`src/rtl/uart_frame_rx.sv`:
```
// rtl/uart_frame_rx.sv - 8N1 UART receiver that assembles FRAME_BYTES bytes into one word
module uart_frame_rx #(
    parameter int CLKS_PER_BIT = 434,
    parameter int FRAME_BYTES  = 5,
    parameter int TIMEOUT_CLKS = 4340
) (
    input  logic                     clk,
    input  logic                     rst,
    input  logic                     rx,
    output logic [8*FRAME_BYTES-1:0] data,
    output logic                     recv_done,
    output logic                     frame_err,
    output logic                     timeout,
    output logic [2:0]               sta
);

    localparam int DW = 8 * FRAME_BYTES;
    localparam int BW = $clog2(CLKS_PER_BIT);
    localparam int IW = $clog2(TIMEOUT_CLKS);
    localparam int CW = $clog2(FRAME_BYTES + 1);

    localparam logic [BW-1:0] BAUD_LAST = BW'(CLKS_PER_BIT - 1);
    localparam logic [BW-1:0] BAUD_MID  = BW'(CLKS_PER_BIT / 2 - 1);
    localparam logic [IW-1:0] IDLE_LAST = IW'(TIMEOUT_CLKS - 1);
    localparam logic [CW-1:0] BYTE_LAST = CW'(FRAME_BYTES - 1);

    typedef enum logic [2:0] {
        S_IDLE  = 3'd0,
        S_START = 3'd1,
        S_DATA  = 3'd2,
        S_STOP  = 3'd3,
        S_BREAK = 3'd4
    } state_t;

    state_t          state_q;
    logic            rx_meta_q;
    logic            rx_s_q;
    logic [BW-1:0]   baud_q;
    logic [2:0]      bit_q;
    logic [CW-1:0]   byte_q;
    logic [IW-1:0]   idle_q;
    logic [7:0]      shift_q;
    logic [DW-9:0]   asm_q;
    logic [DW-1:0]   data_q;
    logic            recv_done_q;
    logic            frame_err_q;
    logic            timeout_q;

    // Two-flop synchroniser; idle-high reset value so reset never looks like a start bit
    always_ff @(posedge clk or posedge rst) begin
        if (rst) begin
            rx_meta_q <= 1'b1;
            rx_s_q    <= 1'b1;
        end else begin
            rx_meta_q <= rx;
            rx_s_q    <= rx_meta_q;
        end
    end

    always_ff @(posedge clk or posedge rst) begin
        if (rst) begin
            state_q     <= S_IDLE;
            baud_q      <= '0;
            bit_q       <= '0;
            byte_q      <= '0;
            idle_q      <= '0;
            shift_q     <= '0;
            asm_q       <= '0;
            data_q      <= '0;
            recv_done_q <= 1'b0;
            frame_err_q <= 1'b0;
            timeout_q   <= 1'b0;
        end else begin
            recv_done_q <= 1'b0;
            frame_err_q <= 1'b0;
            timeout_q   <= 1'b0;
            case (state_q)
                S_IDLE: begin
                    if (!rx_s_q) begin
                        state_q <= S_START;
                        baud_q  <= '0;
                        idle_q  <= '0;
                    end else if (byte_q != '0) begin
                        if (idle_q == IDLE_LAST) begin
                            byte_q    <= '0;
                            idle_q    <= '0;
                            timeout_q <= 1'b1;
                        end else begin
                            idle_q <= idle_q + 1'b1;
                        end
                    end
                end
                S_START: begin
                    if (baud_q == BAUD_MID) begin
                        baud_q <= '0;
                        bit_q  <= '0;
                        state_q <= rx_s_q ? S_IDLE : S_DATA;
                    end else begin
                        baud_q <= baud_q + 1'b1;
                    end
                end
                S_DATA: begin
                    if (baud_q == BAUD_LAST) begin
                        baud_q  <= '0;
                        shift_q <= {rx_s_q, shift_q[7:1]};
                        if (bit_q == 3'd7) begin
                            state_q <= S_STOP;
                        end else begin
                            bit_q <= bit_q + 1'b1;
                        end
                    end else begin
                        baud_q <= baud_q + 1'b1;
                    end
                end
                S_STOP: begin
                    if (baud_q == BAUD_LAST) begin
                        baud_q <= '0;
                        if (rx_s_q) begin
                            // Leave at the stop-bit centre so the next start edge is caught
                            state_q <= S_IDLE;
                            asm_q   <= {asm_q[DW-17:0], shift_q};
                            if (byte_q == BYTE_LAST) begin
                                data_q      <= {asm_q, shift_q};
                                recv_done_q <= 1'b1;
                                byte_q      <= '0;
                            end else begin
                                byte_q <= byte_q + 1'b1;
                            end
                        end else begin
                            state_q     <= S_BREAK;
                            frame_err_q <= 1'b1;
                            byte_q      <= '0;
                        end
                    end else begin
                        baud_q <= baud_q + 1'b1;
                    end
                end
                S_BREAK: begin
                    if (rx_s_q) begin
                        state_q <= S_IDLE;
                    end
                end
                default: state_q <= S_IDLE;
            endcase
        end
    end

    assign data      = data_q;
    assign recv_done = recv_done_q;
    assign frame_err = frame_err_q;
    assign timeout   = timeout_q;
    assign sta       = state_q;

endmodule
```
`config.mk`:
```
export PLATFORM = sky130hd
export DESIGN_NAME = uart_frame_rx
export DESIGN_NICKNAME = d
export VERILOG_FILES = /design/src/rtl/uart_frame_rx.sv
export SDC_FILE = /design/constraint.sdc
export NUM_CORES = 1
export LEC_CHECK = 0
export CORE_ASPECT_RATIO = 1.5
export CORE_MARGIN = 8
export CORE_UTILIZATION = 47
export CTS_CLUSTER_DIAMETER = 150
export DETAILED_ROUTE_END_ITERATION = 8
export GPL_ROUTABILITY_DRIVEN = 0
export PLACE_DENSITY = 0.72
export SLEW_MARGIN = 20
export SYNTH_ARGS = -nofsm -noshare
export SYNTH_HDL_FRONTEND = slang
export SYNTH_SLANG_ARGS = --single-unit
```
`constraint.sdc`:
```
create_clock -name clk -period 6.4 [get_ports clk]
set_input_delay 0.64 -clock clk [delete_from_list [all_inputs] [get_ports clk]]
set_output_delay 0.64 -clock clk [all_outputs]
set_load 0.02 [all_outputs]
```
### Word-level counts from Yosys, hierarchy flattened

Index checks and enable logic that the tools add are counted.

| word-level totals | value |
|---|---|
| output and inout bits | 46 |
| register bits after elaboration | 116 |
| bits of input ports | 3 |
| logic and storage cells | 89 |

| cells by class | value |
|---|---|
| equal/unequal tests | 20 |
| add/sub/neg operators | 4 |
| reduce and logical (&&, ||, !) cells | 14 |
| mux-type cells | 38 |

Operator list:

| kind | count |
|---|---|
| $mux W3 | 16 |
| $mux W13 | 3 |
| $mux W9 | 3 |
| $pmux W9 S3 | 1 |
| $ne A2 B2 Y1 const B | 10 |
| $pmux W3 S5 | 1 |
| $add A13 B1 Y13 const B | 1 |
| $eq A13 B13 Y1 const B | 1 |
| $pmux W3 S2 | 2 |
| $mux W1 | 11 |
| $add A9 B1 Y9 const B | 1 |
| $eq A3 B3 Y1 const B | 3 |
| $eq A9 B8 Y1 const B | 1 |
| $eq A9 B9 Y1 const B | 1 |
| $reduce_and A4 Y1 | 2 |
| $add A3 B1 Y3 const B | 2 |
| $eq A3 B2 Y1 const B | 2 |
| $reduce_and A2 Y1 | 3 |
| $reduce_and A6 Y1 | 1 |
| $reduce_bool A3 Y1 | 2 |
| $reduce_and A5 Y1 | 1 |
| $reduce_bool A2 Y1 | 2 |
| $eq A3 B1 Y1 const B | 1 |
| $logic_not A3 Y1 | 1 |
| other kinds (4) | 4 |

### Depth between registers and ports, before layout

Gate-level depths: netlist (run 1).

| logic depth | value |
|---|---|
| depth in word-level cells | 5 |
| depth in mapped cells | 10 |
| depth with buffers taken out | 7 |

### Least setup slack after synthesis (run 1)

Ideal clock, no wire load.

| path | value |
|---|---|
| kind | register to register |
| start point | reg baud_q[2] |
| end point | reg data_q[10], in the netlist data[10] |
| clock period less this slack | 2.187 ns |
| setup slack | 4.213 ns |
| required time | 6.273 ns |
| buffers on the path | 3 |
| cell stages (with the launch flop) | 9 |
| arrival time | 2.060 ns |
| library setup time | 0.127 ns |
| cell sequence | dfrtp_1 -> nand4b_1 -> nor4_4 -> nor2b_1 -> buf_2 -> and3_1 -> buf_4 -> buf_6 -> mux2_1 |

| on the way | value |
|---|---|
| longest elaborated chain between the ends | 2 |

Ends and longest elaborated chain:

| item | RTL line | text |
|---|---|---|
| start: declaration | 38 | `logic [BW-1:0] baud_q;` |
| start signal: assignment | 99 | `baud_q <= baud_q + 1'b1;` |
| start signal: assignment | 112 | `baud_q <= baud_q + 1'b1;` |
| start signal: assignment | 135 | `baud_q <= baud_q + 1'b1;` |
| $eq A9 B9 Y1 | 116 | `if (baud_q == BAUD_LAST) begin` |
| $reduce_and A4 Y1 (no source line) | -- |  |
| end signal: assignment | 123 | `data_q <= {asm_q, shift_q};` |
| end: declaration | 44 | `logic [DW-1:0] data_q;` |

No other way between the ends.
A chain may end at the register's enable or synchronous reset.

### Worst setup path in the final report (run 1)

| path | value |
|---|---|
| start point | reg baud_q[2] |
| end point | reg data_q[39], in the netlist data[39] |

Same word-level chain as after synthesis.

==> results of run 1 <==
## worst max path at each step
stage / from / endpoint / cells past startpoint
floorplan: rst / asm_q[0]$_DFFE_PP0P_ / 1
global placement: baud_q[2]$_DFFE_PP0P_ / data[39]$_DFFE_PP0P_ / 5
detailed placement: baud_q[2]$_DFFE_PP0P_ / data[39]$_DFFE_PP0P_ / 5
CTS: baud_q[2]$_DFFE_PP0P_ / data[39]$_DFFE_PP0P_ / 5
global route: baud_q[2]$_DFFE_PP0P_ / data[39]$_DFFE_PP0P_ / 5
finish: baud_q[2]$_DFFE_PP0P_ / data[39]$_DFFE_PP0P_ / 5
## layout by cell type, fill, tap and decap left out, types with 2 or more instances in the layout
master	netlist	layout
dfrtp_1	114	114
or3b_2	2	2
a22o_1	4	4
nor4_1	4	4
o21ai_0	13	13
and2_1	2	2
a21o_1	4	4
clkbuf_16	0	17
mux2_1	39	39
nand2_1	18	18
ha_1	8	8
mux2_2	41	41
a21oi_1	6	6
nor2_1	20	20
nor4bb_1	2	2
a31oi_1	3	3
bufinv_16	0	5
xnor2_1	8	8
dfstp_2	2	2
nand3b_1	2	2
clkbuf_8	0	3
and3b_1	2	2
nand4_1	4	4
clkdlybuf4s50_1	0	48
inv_1	9	8
nor3_1	7	7
nand2b_1	3	3
a32o_1	2	2
and3_1	5	4
nand3_1	13	13
xor2_1	6	6
clkinv_2	0	4
## sequential cells by signal, indices dropped and copies added (netlist names)
name / count
frame_err: 1
byte_q: 3
rx_s_q: 1
shift_q: 8
idle_q: 13
recv_done: 1
rx_meta_q: 1
data: 40
bit_q: 3
asm_q: 32
timeout: 1
baud_q: 9
sta: 3
## power breakdown
part           internal, mW  switching, mW
clock network         0.716          0.312
registers             0.736        0.00113
logic               0.00201         0.0143
## cell families after synthesis
logic type / Yosys count / share of synthesized area
buffers and inverters: 24 / 0.02645
muxes: 80 / 0.1831
DFF: 116 / 0.5905
xor gates and xnor gates: 14 / 0.02492
AOI/OAI and AO/OA: 41 / 0.05494
adders and majority gates: 8 / 0.02035
and+or+nand+nor: 91 / 0.09969
## cell type report
type                       count  share of cell area
clock inverter                10             0.02903
inverter                       9            0.005928
timing repair buffer          49             0.07972
clock buffer                  21             0.07686
sequential                   116              0.4747
tap                          120             0.02453
multi-input combinational    234              0.3093
## routing by layer
metal,track usage,wire length (µm),part of all wire
met3,0.05297,473,0.053
met1,0.1565,3711,0.41
met5,0,0,0
met4,0.06165,146,0.016
met2,0.2392,4660,0.52
## critical path: stages, from the launching register on
cell,delay (ns)
dfrtp_1,0.43
nand4b_1,0.28
nor4_4,0.47
nor2b_4,0.83
and3_2,0.96
mux2_2,0.41
==> summary.txt, run 1 <==
Power
  • Static leakage: 2.963 nW
  • Max rail drop VDD: 218.1 µV
  • Total power: 1.782 mW
  • Pwr Density: 291.1 nW/µm²

Placement
  • Dpl hpwl: 6016 µm
  • Port bufs: 48
  • Placed insts: 528
  • Placement-stage worst setup slack: 2.869 ns
  • Cell area after placement: 5473 µm²

Cells and area
  • Share of cells above drive strength 1: 0.1822
  • Layout area overhead: 24.42%
  • Post-Route Utilization: 0.5908
  • Ant. Diodes: 0
  • Fin area: 6121 µm²
  • FILL cells: 844
  • Finished Layout Cells: 559
  • Area of the multi-input gates: 1893 µm²
  • Register area: 2905 µm²
  • Final #Nets: 438

CTS
  • H-tree depth: 4
  • Post-CTS setup repair buffer count: 0
  • Gates resized, CTS repair: 0
  • TritonCTS Buffers: 17
  • Clock latency on the worst-skew pair: 0.40 ns
  • Worst-path clk slew: 0.05 ns
  • Max Root-Sink Buffers: 2
  • CTS tree: built
  • Hold_buf cts: 0
  • CTS sink cnt: 116
  • Clock tree root buffer cell: clkbuf_16

Routing
  • DRT antenna net count: 0
  • First-pass DRT Iterations: 4
  • Wirelength, routed: 8991 µm
  • Vias per cell: 5.499
  • Routed len/inst: 16.08 µm
  • Via count: 3074
  • # DRC: 0
  • Initial DRC Count: 85

Synthesis
  • Commonest register cell after synthesis: dfrtp_1
  • Most frequent cells after synthesis: 114 x dfrtp_1, 41 x mux2_2, 39 x mux2_1, 20 x nor2_1, 18 x nand2_1
  • Post-synthesis sequential area ratio: 0.5905
  • Yosys top cell by area: dfrtp_1
  • Synth top area share: 0.5799
  • Cell with the most instances after synthesis: dfrtp_1
  • Number of flops mapped to enable cells by yosys: 0
  • Post-synth net total: 385
  • Async S/R FF share, synth: 1.000
  • Seq cells post-synth: 116
  • Synth cell types: 46
  • Syn Std Cell Area: 4920 µm²
  • Avg Synthesized Cell Area: 13.15 µm²
  • Syn Inst Count: 374
  • Warnings, synthesis: 0
  • Area contributors post-synth: dfrtp_1 58%, mux2_2 9.4%, mux2_1 8.9%, ha_1 2.0%, nor2_1 1.5%

Hold path
  • Hold Crit Start: rx_meta_q$_DFF_PP1_
  • Hold Path Class: reg2reg
  • Hold Path Sink: rx_s_q$_DFF_PP1_
  • Hold path depth: 0

Global routing
  • First-pass GRT wire length: 15680 µm
  • Gr ovfl total: 0
  • Largest net degree at the start of global routing: 80
  • Initial antenna violation count: 0
  • Number of global-route vias before repair: 3234
  • Global Route Usage Sum: 0.1421

Worst setup path
  • FF-to-FF End: data[39]$_DFFE_PP0P_
  • R2R setup slack: 2.89 ns
  • Crit path capture type: register
  • FF-to-FF Start: baud_q[2]$_DFFE_PP0P_
  • WP data required: 6.68 ns
  • Data arrival time of the worst path: 3.79 ns
  • Crit Path Category: reg2reg
  • Startpoint Class: register
  • R2R depth: 5
  • Crit-path max FO: 41

STA
  • Final Skew: 0.006582 ns
  • Setup TNS: 0 ns
  • Final Critical Period: 3.511 ns
  • Post-route setup slack: 2.889 ns
  • Slew Limit Headroom: 0.3267
  • Max Slew Vio Count: 0
  • Fmax: 284.8 MHz
  • Hold Vio Cnt, Final: 0
  • Tcrit/Tclk final: 0.5486
  • # setup viols final: 0
  • Worst hold slack: 0.3552 ns
  • Worst slew pin tran: 1.003 ns
  • RSZ-0062 raised after global routing: no

Floorplanning
  • Cell Rows: 46
  • I/O Pins: 49
  • Die X: 99.54 µm
  • Core area: 10360 µm²
  • Initial Utilization: 0.4749
  • Die Y: 141.3 µm
  • DIE AREA: 14060 µm²

Outcome
  • Status: completed

Job
  • Max-Cap Viols: 0
No activity file was read; power rests on OpenSTA's default activity.
==> run 2: changes to the inputs <==
clock period = 3.5 ns   (was 6.4 ns; I/O delays follow)
==> summary.txt, run 2 (synthesis results as in run 1) <==
Cells and area
  • Commonest non-fill, non-tap cell in the layout: dfrtp_1
  • Ant. Diodes: 0
  • Max FFs per register: 40
  • Commonest cells after routing, fill and taps aside: 114 x dfrtp_1, 48 x clkdlybuf4s50_1, 41 x mux2_2
  • Share of cells above drive strength 1: 0.1874
  • Final #Nets: 441
  • Layout area overhead: 25.18%

STA
  • Slew Limit Headroom: 0.3621
  • Final Critical Period: 2.689 ns
  • Setup TNS: 0 ns
  • Hold Vio Cnt, Final: 0
  • RSZ-0062 raised after global routing: no
  • # setup viols final: 0
  • Final Skew: 0.004677 ns
  • Worst slew pin tran: 0.9505 ns
  • Fmax: 371.9 MHz
  • Tcrit/Tclk final: 0.7683
  • Post-route setup slack: 0.8109 ns
  • Max Slew Vio Count: 0

Worst setup path
  • R2R depth: 6
  • WP data required: 3.79 ns
  • Crit path capture type: register
  • Crit Path Category: reg2reg
  • Data arrival time of the worst path: 2.97 ns
  • FF-to-FF End: data[26]$_DFFE_PP0P_
  • FF-to-FF Start: baud_q[2]$_DFFE_PP0P_
  • Startpoint Class: register
  • Crit-path max FO: 19
  • R2R setup slack: 0.81 ns

Global routing
  • Global Route Usage Sum: 0.1435
  • First-pass GRT wire length: 15870 µm
  • Largest net degree at the start of global routing: 85
  • Gr ovfl total: 0
  • Initial antenna violation count: 0
  • Number of global-route vias before repair: 3295

CTS
  • Gates resized, CTS repair: 0
  • CTS sink cnt: 116
  • Clock latency on the worst-skew pair: 0.41 ns
  • CTS tree: built
  • Post-CTS setup repair buffer count: 0
  • Hold_buf cts: 0
  • H-tree depth: 4
  • Max Root-Sink Buffers: 2
  • TritonCTS Buffers: 17
  • Worst-path clk slew: 0.05 ns
  • Clock tree root buffer cell: clkbuf_16

Routing
  • # DRC: 0
  • Via count: 3073
  • Routed len/inst: 16.45 µm
  • DRT antenna net count: 0
  • Wirelength, routed: 9264 µm
  • Vias per cell: 5.458
  • First-pass DRT Iterations: 4
  • Initial DRC Count: 69

Floorplanning
  • Initial Utilization: 0.4749
  • Die Y: 141.3 µm
  • Die X: 99.54 µm
  • DIE AREA: 14060 µm²
  • Core area: 10360 µm²
  • I/O Pins: 49
  • Cell Rows: 46

Power
  • Static leakage: 2.972 nW
  • Pwr Density: 528.8 nW/µm²
  • Total power: 3.257 mW
  • Max rail drop VDD: 341.1 µV

Placement
  • Dpl hpwl: 6123 µm
  • Placement-stage worst setup slack: 0.8024 ns
  • Port bufs: 48

Job
  • Max-Cap Viols: 0

Hold path
  • Hold Path Class: in2async

Outcome
  • Status: completed
==> run 2: cell count changes in the layout (fill, tap and decap cells not counted), sizes merged <==
cell / previous run / this run
clkbuf: 21 / 20
clkinvlp: 1 / 3
buf: 1 / 4
==> run 2: worst max path at each step <==
stage / startpoint / end / slack (ns) / cells after the start
floorplan: rst / asm_q[0]$_DFFE_PP0P_ / 0.08 / 1
global placement: baud_q[2]$_DFFE_PP0P_ / data[39]$_DFFE_PP0P_ / 0.86 / 6
detailed placement: baud_q[2]$_DFFE_PP0P_ / data[39]$_DFFE_PP0P_ / 0.80 / 6
CTS: baud_q[2]$_DFFE_PP0P_ / data[26]$_DFFE_PP0P_ / 0.79 / 6
global route: baud_q[2]$_DFFE_PP0P_ / data[31]$_DFFE_PP0P_ / 0.60 / 6
finish: baud_q[2]$_DFFE_PP0P_ / data[26]$_DFFE_PP0P_ / 0.81 / 6
==> run 2: power by group <==
| group | switching (mW) | total [mW] | leakage [nW] | internal, mW |
|---|---|---|---|---|
| sequential | 0.00230 | 1.35 | 1.60 | 1.34 |
| clock | 0.596 | 1.88 | 0.306 | 1.28 |
| combinational | 0.0263 | 0.0316 | 1.07 | 0.00529 |
| total | 0.625 | 3.26 | 2.97 | 2.63 |
==> run 2: final cells by class <==
type                    count  area (µm²)
well taps                 120       150.1
repair buffers             52       523.0
flip-flops and latches    116        2905
inverters                   9       36.28
multi-input cells         234        1893
fillers                   814        4202
clock inverters            12       203.9
clock buffers              20       446.7
==> run 2: critical path, cell delays in order (launching register included) <==
cell      delay, ns
dfrtp_1        0.44
nand4b_1       0.28
nor4_4         0.48
nor2b_4        0.24
and3_2         0.48
buf_4          0.30
mux2_1         0.34
==> run 2: per-layer routing <==
metal | vias up | wire, µm | part of all wire | global-route usage
li1 | 1454 | - | - | -
met1 | 1548 | 3801 | 0.41 | 0.1564
met2 | 53 | 4872 | 0.53 | 0.2438
met3 | 18 | 412 | 0.044 | 0.05444
met4 | 0 | 177 | 0.019 | 0.05925
met5 | - | 0 | 0 | 0
==> run 2: through the flow <==
| step | cells | cell area, µm² | hold slack, ns | utilization |
|---|---|---|---|---|
| floorplan | 374 | 4920 | 0.3452 | - |
| global placement | 531 | 5508 | 0.3461 | 0.5316 |
| detailed placement | 531 | 5508 | 0.3476 | 0.5316 |
| CTS | 563 | 6158 | 0.3145 | 0.5944 |
| global route | 563 | 6158 | 0.3333 | 0.5944 |
| finish | 563 | 6158 | 0.3098 | 0.5944 |
